<file path="src/rtl/serial_shift_unit.sv">
// Iterative SLL/SRL/SRA unit that shifts at most CHUNK bits per cycle.
// It returns the result over a valid/ready handshake and holds busy high until the result is consumed.
module serial_shift_unit #(
  parameter int WIDTH = 32,
  parameter int CHUNK = 4
) (
  input  logic             clk,
  input  logic             rst,
  input  logic             in_valid,
  output logic             in_ready,
  input  logic [6:0]       in_alu_ctl,
  input  logic [WIDTH-1:0] in_a,
  input  logic [4:0]       in_shamt,
  input  logic             flush,
  output logic             out_valid,
  input  logic             out_ready,
  output logic [WIDTH-1:0] out_result,
  output logic             out_illegal,
  output logic             busy
);

  typedef enum logic [1:0] {IDLE, BUSY, DONE} state_t;
  typedef enum logic [1:0] {OP_SLL, OP_SRL, OP_SRA} op_t;

  localparam logic [6:0] CTL_SLL = 7'b0000101;
  localparam logic [6:0] CTL_SRL = 7'b0000011;
  localparam logic [6:0] CTL_SRA = 7'b0000100;
  localparam logic [5:0] CHUNK_V = 6'(CHUNK);

  state_t           state, state_next;
  op_t              op, op_dec;
  logic [WIDTH-1:0] acc;
  logic [4:0]       rem;
  logic             illegal, illegal_dec;
  logic             accept;
  logic [4:0]       step;

  // min(rem, CHUNK); the result never exceeds rem, so it always fits in 5 bits.
  function automatic logic [4:0] step_amt(input logic [4:0] r);
    if ({1'b0, r} < CHUNK_V) return r;
    else                     return CHUNK_V[4:0];
  endfunction

  function automatic logic [WIDTH-1:0] shift_step(input op_t o, input logic [WIDTH-1:0] v,
                                                  input logic [4:0] s);
    logic signed [WIDTH-1:0] sv;
    sv = $signed(v);
    case (o)
      OP_SLL:  return v << s;
      OP_SRL:  return v >> s;
      default: return $unsigned(sv >>> s);
    endcase
  endfunction

  always_comb begin
    op_dec      = OP_SLL;
    illegal_dec = 1'b0;
    case (in_alu_ctl)
      CTL_SLL: op_dec = OP_SLL;
      CTL_SRL: op_dec = OP_SRL;
      CTL_SRA: op_dec = OP_SRA;
      default: illegal_dec = 1'b1;
    endcase
  end

  assign accept = in_valid && in_ready;
  assign step   = step_amt(rem);

  // State register
  always_ff @(posedge clk or posedge rst) begin
    if (rst) state <= IDLE;
    else     state <= state_next;
  end

  // Next-state logic; flush overrides everything but reset
  always_comb begin
    state_next = state;
    if (accept) begin
      state_next = (illegal_dec || in_shamt == 5'd0) ? DONE : BUSY;
    end else begin
      case (state)
        IDLE:    state_next = IDLE;
        BUSY:    if ({1'b0, rem} <= CHUNK_V) state_next = DONE;
        DONE:    if (out_ready) state_next = IDLE;
        default: state_next = IDLE;
      endcase
    end
    if (flush) state_next = IDLE;
  end

  // Outputs
  always_comb begin
    out_valid = (state == DONE);
    busy      = (state != IDLE);
    in_ready  = !flush && ((state == IDLE) || (state == DONE && out_ready));
  end

  // Datapath: capture at accept, one chunk per BUSY cycle
  always_ff @(posedge clk or posedge rst) begin
    if (rst) begin
      acc     <= '0;
      rem     <= '0;
      op      <= OP_SLL;
      illegal <= 1'b0;
    end else if (flush) begin
      rem <= '0;
    end else if (accept) begin
      acc     <= illegal_dec ? '0 : in_a;
      rem     <= in_shamt;
      op      <= op_dec;
      illegal <= illegal_dec;
    end else if (state == BUSY) begin
      acc <= shift_step(op, acc, step);
      rem <= rem - step;
    end
  end

  assign out_result  = acc;
  assign out_illegal = illegal;

endmodule

</file>
<file path="config.mk">
export PLATFORM = sky130hd
export DESIGN_NAME = serial_shift_unit
export DESIGN_NICKNAME = d
export VERILOG_FILES = /design/src/rtl/serial_shift_unit.sv
export SDC_FILE = /design/constraint.sdc
export NUM_CORES = 1
export LEC_CHECK = 0
export BUFFER_PORTS_ARGS = -buffer_cell sky130_fd_sc_hd__buf_4
export CORE_MARGIN = 5
export CORE_UTILIZATION = 50
export CTS_CLUSTER_DIAMETER = 40
export CTS_CLUSTER_SIZE = 14
export DETAILED_ROUTE_END_ITERATION = 8
export PLACE_DENSITY = 0.73
export SYNTH_ARGS = -nofsm -noshare
export SYNTH_HDL_FRONTEND = slang
export SYNTH_SLANG_ARGS = --single-unit
</file>
<file path="constraint.sdc">
create_clock -name clk -period 3.3 [get_ports clk]
set_input_delay 0.66 -clock clk [delete_from_list [all_inputs] [get_ports clk]]
set_output_delay 0.66 -clock clk [all_outputs]
set_load 0.02 [all_outputs]
</file>
==> results.json <==
{
  "p_seq_share_pct": 40.5,
  "synthCells": 576,
  "ios": 85,
  "grt_pass1_vias": 4684,
  "slew_headroom_pct": 22.3,
  "core-area_mm2": 0.00876,
  "vias": 5078,
  "antenna_found_initial": 0,
  "drive_gt1_share_pct": 25.4,
  "cap_violations": 0,
  "cts_made_buffers": 5,
  "avgSynthCellArea_um2": 7.88,
  "hpwl_um": 10200,
  "clkTransAtPathRegs_ns": 0.09,
  "mostFrequentLayoutCells": "102 x buf_4, 80 x nand2_1, 45 x a21oi_1",
  "cpMaxStageDelayCell": "dfrtp_2",
  "cp_cell_sequence": "nor4b_4 -> buf_4 -> mux2i_1 -> a2111oi_0 -> a311oi_1 -> o21ai_1",
  "firstDrtPassIters": 7,
  "critPathBufInv": 1,
  "root_buffer": "clkbuf_8",
  "clock-skew-final_ns": 0.00660,
  "start_util_pct": 51.8,
  "r2r_slack_ns": 0.90,
  "place_inst": 715,
  "die_height_um": 105,
  "ctsHoldBuffers": 0,
  "synth_area_mm2": 0.00454,
  "post-route-drc-count": 0,
  "layout_commonest_cell": "buf_4",
  "setup_violations": 0,
  "slew_violations": 0,
  "swShare_pct": 39.3,
  "synth.distinct_cells": 66,
  "grtUsageTotal_pct": 26.6,
  "r2r-end": "out_result[19]",
  "clock_sinks": 42,
  "hold_path.class": "in2async",
  "detail-route-antenna-nets": 0,
  "synthToLayoutAreaGrowth_pct": 14.8,
  "cp.arrival_ns": 2.62,
  "critPathTopFamily": "compound AO/OA/AOI/OAI gates",
  "io_buffers": 84,
  "path_class": "reg2reg",
  "r2r_start": "rem[0]",
  "overflow": 0,
  "max_slew.worst_pin.slew_ns": 1.17,
  "intPower_mw": 0.934,
  "fillers": 808,
  "wl_per_cell_um": 21.2,
  "cp.depth": 6,
  "slowest_delay_ns": 0.72,
  "die_area_mm2": 0.0111,
  "whs_ns": 0.420,
  "fin_crit_ns": 2.40,
  "endpoint_kind": "flip-flop",
  "async_reset_ff_share_pct": 100,
  "max-vdd-ir-drop_mv": 0.198,
  "pwr-share-clk_pct": 21.7,
  "p_leak_nw": 2.06,
  "combPwrFrac_pct": 37.8,
  "cts_buffer_depth": 2,
  "power.switching_mw": 0.604,
  "cts-resized-gates": 0,
  "ys_warn_count": 0,
  "synthFlopType": "dfrtp_1",
  "period_share_pct": 72.6,
  "clk_latency_ns": 0.30,
  "hold_violations": 0,
  "fp-row-count": 34,
  "drt_iter0_drc": 629,
  "gp_congestion": 0.942,
  "fp.dieW_um": 105,
  "h-tree-depth": 2,
  "grt_pass1_wl_um": 24600,
  "p_per_area_mw_per_mm2": 295,
  "synth_edf_count": 0,
  "grt_setup_unrepaired": "no",
  "synth_seq_cells": 42,
  "grt_max_degree": 67,
  "cts_setup_buffers": 0,
  "cts_tree": "yes",
  "syn_nets": 627,
  "antennaDiodeCount": 0,
  "vias_per_cell": 7.03,
  "fin_tns_setup_ns": 0,
  "start_kind": "flip-flop",
  "status": "finished clean",
  "synth_seq_area_share_pct": 23.2,
  "crit_fanout": 26,
  "max_freq_mhz": 417,
  "reg2reg_depth": 6,
  "required_ns": 3.52,
  "layout.nets": 665,
  "drt-total-wl_um": 15300,
  "layoutNonFillerInstCount": 722
}
## power groups by stage
stage	Clock (mW)	Combinational [mW]	Sequential, mW
5_1_grt	0.362	0.627	0.627
4_1_cts	0.340	0.571	0.618
6_report	0.334	0.581	0.623
3_5_place_dp	0	0.569	0.629
2_1_floorplan	0	0.398	0.608
3_3_place_gp	0	0.560	0.630
## cells by family after synthesis
logic type | after synthesis | synth area share, %
AO/OA/AOI/OAI | 181 | 27.0
adder cells (fa/ha/maj) | 2 | 0.551
buffers and inverters | 81 | 8.49
flip-flops | 42 | 23.2
multiplexers | 56 | 17.4
other | 2 | 0.165
AND/OR/NAND/NOR | 212 | 23.3
## state kept, by name (all words and copies together), names as in the netlist
name and cells:
op 2, out_illegal 1, out_result 32, rem 5, state 2
## worst max-delay path by stage
stage	slack (ns)	to	startpoint
after floorplan	1.20	state[1]	in_alu_ctl[3]
after global placement	0.87	state[1]	in_alu_ctl[3]
after detailed placement	0.81	state[1]	in_alu_ctl[3]
after CTS	0.98	out_result[19]	rem[0]
after global routing	0.74	out_result[19]	rem[0]
final	0.90	out_result[19]	rem[0]
## final cells by class
class / instances / area, µm² / area share (%)
Clock buffer: 7 / 76.3 / 1.46
Multi-Input combinational cell: 453 / 3130 / 60.0
Tap cell: 108 / 135 / 2.59
Inverter: 9 / 33.8 / 0.648
Timing Repair Buffer: 103 / 786 / 15.1
Sequential cell: 42 / 1050 / 20.2
## layer usage
metal  wire length (µm)  global-route usage [%]
met5                  0                       0
met1               5990                    38.4
met2               7060                    39.2
met3               1970                    5.93
met4                308                    9.04
## stage by stage
stage	instance area [µm²]	setup slack (ns)	utilization, %	power, mW
floorplan	4540	1.20	-	1.01
global placement	5130	0.874	58.6	1.19
detailed placement	5130	0.805	58.6	1.20
CTS	5210	0.981	59.5	1.53
global route	5210	0.739	59.5	1.62
finish	5210	0.904	59.5	1.54
## synth_stat cells (5+ instances only)
| library cell | instances | area (µm²) |
|---|---|---|
| o21ai_0 | 21 | 105 |
| a31oi_1 | 8 | 50.1 |
| a22oi_1 | 11 | 82.6 |
| nor4_1 | 6 | 37.5 |
| o22ai_1 | 7 | 43.8 |
| a311oi_1 | 8 | 70.1 |
| a221oi_1 | 6 | 52.6 |
| buf_4 | 5 | 37.5 |
| nor2_1 | 42 | 158 |
| clkbuf_1 | 29 | 109 |
| o21ai_1 | 13 | 65.1 |
| o221ai_1 | 7 | 61.3 |
| nand2_1 | 80 | 300 |
| nand3_1 | 14 | 70.1 |
| a2111oi_0 | 6 | 52.6 |
| o211ai_1 | 5 | 37.5 |
| inv_1 | 9 | 33.8 |
| nor2b_1 | 12 | 75.1 |
| a21oi_1 | 45 | 225 |
| mux2i_1 | 27 | 270 |
| nand2b_1 | 6 | 37.5 |
| buf_2 | 31 | 155 |
| or4_1 | 5 | 37.5 |
| mux4_2 | 17 | 383 |
| mux2_2 | 11 | 124 |
| nor3_1 | 17 | 85.1 |
| nand4_1 | 5 | 31.3 |
| dfrtp_1 | 42 | 1050 |
| a211oi_1 | 14 | 105 |
No activity file was read; power rests on OpenSTA's default activity.
